$ cat config.mk
export PLATFORM = sky130hd
export DESIGN_NAME = falafel_lsu_arbiter
export DESIGN_NICKNAME = d
export VERILOG_FILES = /design/src/rtl/falafel_lsu_arbiter.sv
export SDC_FILE = /design/constraint.sdc
export NUM_CORES = 1
export LEC_CHECK = 0
export BUFFER_PORTS_ARGS = -buffer_cell sky130_fd_sc_hd__buf_2
export CORE_AREA = 5 5 325 327
export CTS_CLUSTER_DIAMETER = 40
export DETAILED_ROUTE_END_ITERATION = 12
export DIE_AREA = 0 0 330 332
export GPL_ROUTABILITY_DRIVEN = 0
export SYNTH_ARGS = -nofsm -noshare
export SYNTH_HDL_FRONTEND = slang
export SYNTH_SLANG_ARGS = --single-unit
$ cat constraint.sdc
create_clock -name clk_i -period 1.6 [get_ports clk_i]
set_input_delay 0.24 -clock clk_i [delete_from_list [all_inputs] [get_ports clk_i]]
set_output_delay 0.24 -clock clk_i [all_outputs]
set_load 0.005 [all_outputs]
$ cat src/rtl/falafel_lsu_arbiter.sv
// Round-robin arbiter sharing one LSU port between NUM_REQ requesters,
// one transaction outstanding, with exclusive ownership across LOCK/UNLOCK.
module falafel_lsu_arbiter #(
  parameter int unsigned NUM_REQ = 2,
  parameter int unsigned DATA_W  = 64,
  parameter int unsigned BLOCK_W = 2 * DATA_W,
  parameter int unsigned IDX_W   = (NUM_REQ > 1) ? $clog2(NUM_REQ) : 1
) (
  input  logic                       clk_i,
  input  logic                       rst_i,
  input  logic [NUM_REQ-1:0]         req_valid_i,
  output logic [NUM_REQ-1:0]         req_ready_o,
  input  logic [NUM_REQ*3-1:0]       req_op_i,
  input  logic [NUM_REQ*DATA_W-1:0]  req_addr_i,
  input  logic [NUM_REQ*BLOCK_W-1:0] req_data_i,
  output logic [NUM_REQ-1:0]         rsp_valid_o,
  output logic [BLOCK_W-1:0]         rsp_data_o,
  output logic                       lsu_req_valid_o,
  input  logic                       lsu_req_ready_i,
  output logic [2:0]                 lsu_op_o,
  output logic [DATA_W-1:0]          lsu_addr_o,
  output logic [BLOCK_W-1:0]         lsu_data_o,
  input  logic                       lsu_rsp_valid_i,
  input  logic [BLOCK_W-1:0]         lsu_rsp_data_i,
  output logic                       lock_held_o,
  output logic [IDX_W-1:0]           lock_owner_o
);

  localparam int unsigned OP_W      = 3;
  localparam logic [OP_W-1:0] OP_LOCK   = 3'd4;
  localparam logic [OP_W-1:0] OP_UNLOCK = 3'd5;

  typedef enum logic [1:0] {IDLE, ISSUE, WAIT_RSP} state_e;

  state_e            state_q, state_d;
  logic [IDX_W-1:0]  grant_q, grant_d;
  logic [IDX_W-1:0]  rr_q, rr_d;
  logic              held_q, held_d;
  logic [IDX_W-1:0]  owner_q, owner_d;
  logic [OP_W-1:0]   cur_op_q, cur_op_d;

  logic [NUM_REQ-1:0] eligible;
  logic               pick_found;
  logic [IDX_W-1:0]   pick_idx;
  int unsigned        cand;
  logic [IDX_W-1:0]   grant_next;

  // Eligible set and first eligible index at or after rr_q, wrapping
  always_comb begin
    eligible   = '0;
    pick_found = 1'b0;
    pick_idx   = '0;
    cand       = 0;
    if (held_q) eligible[owner_q] = req_valid_i[owner_q];
    else        eligible = req_valid_i;
    for (int unsigned i = 0; i < NUM_REQ; i++) begin
      cand = 32'(rr_q) + i;
      if (cand >= NUM_REQ) cand = cand - NUM_REQ;
      if (!pick_found && eligible[IDX_W'(cand)]) begin
        pick_found = 1'b1;
        pick_idx   = IDX_W'(cand);
      end
    end
  end

  assign grant_next = (32'(grant_q) + 1 >= NUM_REQ) ? '0 : grant_q + IDX_W'(1);

  always_ff @(posedge clk_i) begin
    if (rst_i) begin
      state_q  <= IDLE;
      grant_q  <= '0;
      rr_q     <= '0;
      held_q   <= 1'b0;
      owner_q  <= '0;
      cur_op_q <= '0;
    end else begin
      state_q  <= state_d;
      grant_q  <= grant_d;
      rr_q     <= rr_d;
      held_q   <= held_d;
      owner_q  <= owner_d;
      cur_op_q <= cur_op_d;
    end
  end

  always_comb begin
    state_d         = state_q;
    grant_d         = grant_q;
    rr_d            = rr_q;
    held_d          = held_q;
    owner_d         = owner_q;
    cur_op_d        = cur_op_q;
    req_ready_o     = '0;
    rsp_valid_o     = '0;
    rsp_data_o      = '0;
    lsu_req_valid_o = 1'b0;
    lsu_op_o        = '0;
    lsu_addr_o      = '0;
    lsu_data_o      = '0;
    case (state_q)
      IDLE: begin
        if (pick_found) begin
          grant_d = pick_idx;
          state_d = ISSUE;
        end
      end
      ISSUE: begin
        lsu_req_valid_o      = 1'b1;
        lsu_op_o             = req_op_i[32'(grant_q)*OP_W +: OP_W];
        lsu_addr_o           = req_addr_i[32'(grant_q)*DATA_W +: DATA_W];
        lsu_data_o           = req_data_i[32'(grant_q)*BLOCK_W +: BLOCK_W];
        req_ready_o[grant_q] = lsu_req_ready_i;
        if (lsu_req_ready_i) begin
          cur_op_d = lsu_op_o;
          state_d  = WAIT_RSP;
        end
      end
      WAIT_RSP: begin
        rsp_valid_o[grant_q] = lsu_rsp_valid_i;
        rsp_data_o           = lsu_rsp_data_i;
        if (lsu_rsp_valid_i) begin
          state_d = IDLE;
          // Only the owner can be granted while held, so its UNLOCK releases
          if (cur_op_q == OP_LOCK) begin
            held_d  = 1'b1;
            owner_d = grant_q;
          end else if (cur_op_q == OP_UNLOCK && held_q && owner_q == grant_q) begin
            held_d = 1'b0;
          end
          if (!held_d) rr_d = grant_next;
        end
      end
      default: state_d = IDLE;
    endcase
  end

  assign lock_held_o  = held_q;
  assign lock_owner_o = owner_q;

endmodule

==> results of run 1 <==
[worst max-delay path: stages, from the launching register on]
cell and delay [ps]:
dfxtp_4 410, buf_12 180, buf_16 180, mux2i_4 390, nor2_1 80, buf_2 140
[Yosys cell counts]
master     count
nand2_1        2
nor2b_1        1
o22a_1         1
nor2_1       211
a21oi_1        2
a211oi_1       3
and2b_1        1
inv_1          1
inv_2          1
and2_1       130
a2111oi_2      1
nand4b_1       1
a211o_1        1
mux2_4         1
xnor2_1        1
nand2b_1       3
mux2i_1      197
dfxtp_1        9
buf_2         41
nor3b_1        2
clkbuf_1      19
nand3_1        2
buf_4          1
[cell usage in the layout, fill, tap and decap left out, types with 2 or more instances in the layout]
| cell | synthesis | layout |
|---|---|---|
| nor2_1 | 211 | 139 |
| nand3_1 | 2 | 2 |
| nor2_4 | 0 | 23 |
| buf_8 | 0 | 10 |
| a21oi_1 | 2 | 2 |
| and2_4 | 0 | 128 |
| diode_2 | 0 | 16 |
| nor3b_1 | 2 | 2 |
| nor2_2 | 0 | 49 |
| buf_12 | 0 | 33 |
| buf_2 | 41 | 703 |
| buf_4 | 1 | 30 |
| mux2i_1 | 197 | 106 |
| a211oi_1 | 3 | 3 |
| dfxtp_1 | 9 | 6 |
| mux2i_4 | 0 | 69 |
| nand2b_1 | 3 | 2 |
| buf_16 | 0 | 32 |
| clkbuf_16 | 0 | 16 |
| buf_6 | 0 | 166 |
| dfxtp_4 | 0 | 2 |
| mux2i_2 | 0 | 22 |
[power groups by stage]
stage          combinational, uW  sequential, uW  clock [uW]
2_1_floorplan               1090             251           0
3_3_place_gp                3130             262           0
3_5_place_dp                3120             262           0
4_1_cts                     4520             259         467
5_1_grt                     5160             261         476
6_report                    4870             259         447
[through the flow]
stage,power [uW],hold slack [ps],cell area (sq um)
after floorplan,1350,421,4210
after detailed placement,3390,508,10400
after CTS,5240,325,13800
after global placement,3390,510,10400
final,5570,336,15000
after global routing,5900,345,15000
[metal layers]
layer | vias up | wire length, microns
met2 | 730 | 37500
met4 | 36 | 1330
li1 | 3983 | -
met5 | - | 218
met1 | 4417 | 35000
met3 | 108 | 9720
[cell families (layout without fill, tap and decap cells)]
kind of cell,after synthesis,after routing
AO/OA/AOI/OAI,8,8
XOR/XNOR,1,1
buffers and inverters,63,993
flip-flops,9,9
multiplexers,198,198
other,0,16
AND/OR/NAND/NOR,353,353
[timing repair]
action	CTS	global route
resized for setup	444	255
cloned	32	15
endpoints found under the setup margin	328	333
buffers inserted	50	18
pin swaps	75	69
[area by class of cell]
| class | count | area share |
|---|---|---|
| timing repair buffer | 987 | 0.508 |
| multi-input combinational | 560 | 0.355 |
| tap | 1380 | 0.115 |
| sequential | 9 | 0.0126 |
| clock buffer | 4 | 0.00525 |
| antenna | 16 | 0.00267 |
| inverter | 2 | 0.00100 |
[sequential cells by signal, summed over array words and instances (netlist names)]
name and flops:
cur_op_q 3, state_q 2, grant_q 1, lock_held_o 1, lock_owner_o 1, rr_q 1
[worst paths after layout]
kind / cells past startpoint / slack, ps / to
hold reg to reg: 2 / 510 / cur_op_q[1]
setup / recovery: 5 / -270 / lsu_data_o[84]
setup reg to reg: 7 / -180 / rr_q
hold / removal: 2 / 340 / state_q[0]
==> flow_summary.ini, run 1 <==
[run_status]
result_of_the_run = finished with violations
violations = setup timing

[cells_and_area]
syn2layout_area_growth_pct = 257
drive_gt1_frac = 0.827
num-nets-final = 2087
multi_input_area_sq_um = 5340
stdcell_count = 2958
ff_latch_area_sq_um = 189
fin_util = 0.146
fillcell_total = 11700

[power_and_ir_drop]
power.ir.vdd_worst_mv = 0.170
pwr-share-comb = 0.873
switching_share = 0.437
p_switching_uw = 2440
static-leakage-power_uw = 0.00687
seq_power_share = 0.046
power.internal_uw = 3130
power.density_nw_per_um2 = 371
power_frac_clock = 0.080

[timing]
post-route-min-period_ps = 1870
headroom_to_the_max_slew_limit = 0.727
finalSetupViolCount = 330
timing.final.crit_share = 1.17
timing_hold_violations_final = 0
fmaxAchievable_mhz = 535
timing.setup.tns_ps = -44420
worstMarginPinSlew_ps = 408
clock-skew-final_ps = 4.98
setup_slack_ps = -270
final-max-slew-violation-count = 0
unrepaired_setup_endpoints_after_global_routing = yes

[detailed_routing]
firstDrtPassIters = 5
vias = 9274
routedWlPerCell_microns = 28.3
detail_route.drc_violations = 0
initialDrtViolationCount = 478
routed_wirelength_microns = 83700
drt-vias-per-instance = 3.14
postRouteAntennaNets = 0

[placement]
placedCellCount = 2837
hpwl_microns = 70800
worst_slack_after_detailed_placement_ps = -390
port_buffers = 853

[grt]
grt_use_met1 = 0.180
number_of_global_route_vias_before_repair = 9047
grt_use_met2 = 0.219
grt_busiest_layer = met2
global_route_overflow = 0
largest_net_degree_at_the_start_of_global_routing = 31
global_route_track_usage_on_met3 = 0.0605
first_pass_grt_wire_length_microns = 98600
antenna_found_initial = 95
grt_usage = 0.138

[clock_tree]
path_clk_slew_ps = 40
htree_levels = 1
clock_insertion_delay_worst_skew_ps = 230
cts_tree = built
clock_path_buffers = 2
cts.root.buffer_cell = clkbuf_16
cts_num_sinks = 9
cts_buffers = 3
postCtsHoldBufs = 0

[synthesis]
netlist.area_leader.share = 0.468
dominant_combinational_cell_family_by_area_after_synthesis = multiplexers
post_synth_num_cell_types = 23
synth_adder_area_share = 0
post_synth_instance_area_sq_um = 4210
synth_seq_area_share = 0.0428
yosys-top-cells-area = mux2i_1 47%, and2_1 19%, nor2_1 19%
yosysWarnings = 0
yosys-mux-area-fraction = 0.472
syn_inst = 632
synthXorXnorAreaFrac = 0.00208
netlist.top_cell.by_area = mux2i_1
synth_simple_gate_area_frac = 0.399
synth_seq_cells = 9
synth-compound-area-share = 0.0154
syn_area_per_cell_sq_um = 6.66
mappedNetlistNets = 1156

[flow_run]
max-cap-violations = 0

[die]
io_pins = 854
die_height_microns = 332
initial_cell_density_of_the_core = 0.0410
die-width_microns = 330
placementRows = 118
die_area_sq_um = 110000
core_region_area_sq_um = 103000

[worst_setup_path]
worst_ep_required_time_ps = 1360
timing.rr.start = grant_q
critPathMaxFanout = 8
crit_arrival_ps = 1630
cp-start-kind = flip-flop
critical_path.endpoint_type = primary output
setup.worst_path.start = grant_q
worstSetupPathType = flip-flop to primary output

[min_path]
hold_path_startpoint = rst_i
timing.hold.worst.class = input port to flip-flop
Power figures use the tool's default switching activity.
==> inputs of run 2 (changes only) <==
ABC_CLOCK_PERIOD_IN_PS = 1600   (was unset)
CORE_AREA = 2 2 331 333   (was 5 5 325 327)
DIE_AREA = 0 0 333 335   (was 0 0 330 332)
==> run 2 against run 1 <==
  * The flow still finishes with violations (setup timing)
  * Critical path depth increased by 1
  * Worst hold slack got worse by 31 ps
  * Combinational power decreased by 12%
  * Global-route usage increased by 0.099 points
  * Maximum frequency increased by 0.12%
  * Cell area decreased by 8.3%
  * Highest routed layer unchanged
==> flow_summary.ini, run 2 (synthesis results as in run 1) <==
[run_status]
result_of_the_run = finished with violations
violations = setup timing

[cells_and_area]
top_register = cur_op_q
reg_top3 = cur_op_q (3), state_q (2)
num-nets-final = 2066
layout.cells.most_common = buf_2
drive_gt1_frac = 0.744
largest_register_ff_count = 3
fin_util = 0.127
syn2layout_area_growth_pct = 227
leading_cell_types_in_the_layout_fill_and_taps_excluded = 725 x buf_2, 185 x nor2_1, 137 x mux2i_1
final_cell_area_sq_um = 13800

[detailed_routing]
routedWlPerCell_microns = 28.2
drt-vias-per-instance = 3.01
postRouteAntennaNets = 0
initialDrtViolationCount = 426
detail_route.drc_violations = 0
vias = 8971
firstDrtPassIters = 5
routed_wirelength_microns = 84000

[worst_setup_path]
timing.rr.start = state_q[0]
r2r-end = rr_q
critical_path.endpoint_type = primary output
cp-start-kind = flip-flop
setup.worst_path.start = grant_q
crit_path_end = lsu_data_o[54]
worst_ep_required_time_ps = 1360
reg2regPathDepth = 6
critPathMaxFanout = 7
worstSetupPathType = flip-flop to primary output
setup_slack_on_the_worst_flop_to_flop_path_ps = -50
crit_arrival_ps = 1630

[placement]
port_buffers = 853
place_area_sq_um = 10500
hpwl_microns = 73100

[timing]
setup_slack_ps = -268
timing.final.crit_share = 1.17
clock-skew-final_ps = 3.18
fmaxAchievable_mhz = 535
holdWs_ps = 305
worstMarginPinSlew_ps = 375
post-route-min-period_ps = 1870
timing_hold_violations_final = 0
final-max-slew-violation-count = 0
headroom_to_the_max_slew_limit = 0.743
finalSetupViolCount = 329
unrepaired_setup_endpoints_after_global_routing = yes

[die]
io_pins = 854
die-width_microns = 333
die_height_microns = 335
placementRows = 121
die_area_sq_um = 112000
core_region_area_sq_um = 108000
initial_cell_density_of_the_core = 0.0390

[grt]
largest_net_degree_at_the_start_of_global_routing = 36
grt_usage = 0.139
global_route_overflow = 0
number_of_global_route_vias_before_repair = 8056
first_pass_grt_wire_length_microns = 97400
antenna_found_initial = 120

[power_and_ir_drop]
power.ir.vdd_worst_mv = 0.331
power.density_nw_per_um2 = 364
static-leakage-power_uw = 0.00651

[clock_tree]
htree_levels = 1
cts.root.buffer_cell = clkbuf_16
cts_buffers = 3
clock_path_buffers = 2
cts_num_sinks = 9
path_clk_slew_ps = 40
clock_insertion_delay_worst_skew_ps = 240
postCtsHoldBufs = 0
cts_tree = built

[min_path]
hold_crit_depth = 2
timing.hold.worst.class = input port to flip-flop

[flow_run]
max-cap-violations = 0
run 2: cell types whose count changed in the layout (fill, tap and decap cells not counted), sizes merged:
cell,before,now
bufbuf,0,1
clkbuf,17,14
buf,974,955
diode,16,22
run 2: what timing repair did:
action / in CTS / in global routing
resized for setup: 240 / 239
gates cloned: 22 / 10
setup buffers: 34 / 15
endpoints found under the setup margin: 327 / 327
pin swaps: 41 / 66
run 2: report_power, final:
part           internal [uW]  switching (uW)  leakage [uW]
clock network            334             119     0.0000383
logic                   2230            2070       0.00639
registers                240            18.3     0.0000752
run 2: how the worst min path moves through the flow:
| stage | end | start | slack, ps |
|---|---|---|---|
| floorplan | state_q[1] | lsu_req_ready_i | 420 |
| global placement | cur_op_q[1] | cur_op_q[1] | 500 |
| detailed placement | cur_op_q[1] | cur_op_q[1] | 510 |
| CTS | state_q[1] | rst_i | 300 |
| global route | state_q[1] | rst_i | 320 |
| finish | state_q[1] | rst_i | 300 |
run 2: area by class of cell:
| cell class | instances | area [sq um] |
|---|---|---|
| inverters | 2 | 7.51 |
| flip-flops and latches | 9 | 189 |
| well taps | 1414 | 1770 |
| repair buffers | 966 | 6990 |
| diodes | 22 | 55.1 |
| fillers | 12600 | 94300 |
| multi-input cells | 560 | 4680 |
| clock buffers | 4 | 78.8 |
run 2: through the flow:
| step | setup WS, ps | cells | power [uW] | setup TNS, ps |
|---|---|---|---|---|
| after detailed placement | -479 | 2875 | 3410 | -3260 |
| after floorplan | 244 | 632 | 1350 | 0 |
| after CTS | -300 | 2935 | 4710 | -58850 |
| after global routing | -328 | 2963 | 5350 | -68970 |
| final | -268 | 2977 | 5010 | -50320 |
| after global placement | -541 | 2875 | 3390 | -3130 |
run 2: critical path, cell delays in order (launching register included):
cell	delay (ps)
dfxtp_4	430
buf_12	180
buf_8	130
buf_12	130
mux2i_4	300
nor2_1	60
buf_2	130
run 2: routing by layer:
layer | part of all wire | vias to the layer above | track usage | routed length, microns
met5 | 0.0045 | - | 0 | 375
met4 | 0.018 | 54 | 0.0124 | 1470
met3 | 0.15 | 159 | 0.0844 | 12800
met2 | 0.47 | 703 | 0.234 | 39100
met1 | 0.36 | 4118 | 0.155 | 30300
li1 | - | 3937 | - | -
==> inputs of run 3 (changes only) <==
--- a/config.mk
+++ b/config.mk
@@ -13,4 +13,5 @@
 export DIE_AREA = 0 0 333 335
 export GPL_ROUTABILITY_DRIVEN = 0
+export REMOVE_ABC_BUFFERS = 1
 export SYNTH_ARGS = -nofsm -noshare
 export SYNTH_HDL_FRONTEND = slang
==> constraint.sdc (replaced) <==
create_clock -name clk_i -period 1.6 [get_ports clk_i]
set_input_delay 0.32 -clock clk_i [delete_from_list [all_inputs] [get_ports clk_i]]
set_output_delay 0.32 -clock clk_i [all_outputs]
set_load 0.005 [all_outputs]
==> run 3 against run 2 <==
  * Non-clock buffer count up 27
  * Combinational power up 4%
  * Total power up 3.7%
  * The run still ends with setup timing left
==> flow_summary.ini, run 3 (synthesis results as in run 1) <==
[timing]
headroom_to_the_max_slew_limit = 0.768
timing_hold_violations_final = 0
setup_slack_ps = -424
timing.final.crit_share = 1.26
worstMarginPinSlew_ps = 340
post-route-min-period_ps = 2020
final-max-slew-violation-count = 0
finalSetupViolCount = 330
fmaxAchievable_mhz = 494
clock-skew-final_ps = 5.88
holdWs_ps = 459
unrepaired_setup_endpoints_after_global_routing = yes

[cells_and_area]
num-nets-final = 2093
top_register = cur_op_q
final_cell_area_sq_um = 14500
largest_register_ff_count = 3
drive_gt1_frac = 0.786
leading_cell_types_in_the_layout_fill_and_taps_excluded = 661 x buf_2, 179 x nor2_1, 168 x buf_6
stdcell_count = 3008
syn2layout_area_growth_pct = 245
reg_top3 = cur_op_q (3), state_q (2)
layout.cells.most_common = buf_2

[detailed_routing]
postRouteAntennaNets = 0
vias = 9146
initialDrtViolationCount = 308
detail_route.drc_violations = 0
drt-vias-per-instance = 3.04
routed_wirelength_microns = 81700
routedWlPerCell_microns = 27.2
firstDrtPassIters = 5

[die]
io_pins = 854
die_area_sq_um = 112000
initial_cell_density_of_the_core = 0.0390
die_height_microns = 335
placementRows = 121
core_region_area_sq_um = 108000
die-width_microns = 333

[grt]
grt_use_met2 = 0.217
number_of_global_route_vias_before_repair = 8457
grt_use_met1 = 0.147
largest_net_degree_at_the_start_of_global_routing = 38
global_route_track_usage_on_met3 = 0.0874
global_route_overflow = 0
antenna_found_initial = 106
grt_usage = 0.133
grt_busiest_layer = met2
first_pass_grt_wire_length_microns = 94500

[worst_setup_path]
critical_path.endpoint_type = primary output
setup_slack_on_the_worst_flop_to_flop_path_ps = -230
crit_arrival_ps = 1700
cp-start-kind = flip-flop
critPathMaxFanout = 8
worstSetupPathType = flip-flop to primary output
worst_ep_required_time_ps = 1280

[power_and_ir_drop]
power.density_nw_per_um2 = 358
power.ir.vdd_worst_mv = 0.300
static-leakage-power_uw = 0.00674

[run_status]
result_of_the_run = finished with violations
violations = setup timing

[min_path]
timing.hold.worst.class = input port to flip-flop

[clock_tree]
htree_levels = 1
path_clk_slew_ps = 40
clock_insertion_delay_worst_skew_ps = 240
clock_path_buffers = 2
cts.root.buffer_cell = clkbuf_16
postCtsHoldBufs = 0
cts_tree = built
cts_buffers = 3
cts_num_sinks = 9

[placement]
hpwl_microns = 71400
place_area_sq_um = 10700
placedCellCount = 2896
port_buffers = 853

[flow_run]
max-cap-violations = 0
run 3: routing by layer:
metal	wire length [microns]	part of all wire
met1	29600	0.36
met2	36800	0.45
met3	13100	0.16
met4	1910	0.023
met5	286	0.0035
run 3: what timing repair did:
action                                  CTS  global route
resized for setup                       406           290
pin swaps                                72            86
endpoints found under the setup margin  329           331
hold endpoints to repair                  0             0
buffers inserted                         37            32
gates cloned                             17            13
run 3: metrics by stage:
stage	util	setup TNS (ps)	setup WS, ps	power [uW]
2_1_floorplan	-	-1313130	-6110	1580
3_3_place_gp	0.0993	-11210	-420	3500
3_5_place_dp	0.0993	-12420	-429	3530
4_1_cts	0.121	-81860	-389	4740
5_1_grt	0.134	-96370	-430	5550
6_report	0.134	-82230	-424	5190
run 3: cell type report:
class | instances | area, sq um
diodes | 26 | 65.1
clock buffers | 4 | 78.8
flip-flops and latches | 9 | 186
fillers | 12400 | 93600
multi-input cells | 560 | 4850
well taps | 1414 | 1770
repair buffers | 993 | 7550
inverters | 2 | 17.5
run 3: final timing paths:
check / from / end / cells after the start
worst max-delay path: grant_q / lsu_data_o[82] / 6
worst min-delay path: req_valid_i[1] / grant_q / 4
worst max register to register: state_q[0] / rr_q / 7
worst min register to register: cur_op_q[0] / cur_op_q[0] / 2
run 3: worst max-delay path, cell delays in order, from the launching register on:
cell and delay (ps):
dfxtp_4 350, buf_12 140, buf_12 170, buf_12 160, mux2i_4 380, nor2_2 80
buf_6 140
run 3: power breakdown:
part | switching, uW | total [uW] | internal (uW)
clock network | 123 | 458 | 334
registers | 12.8 | 253 | 240
logic | 2110 | 4480 | 2370
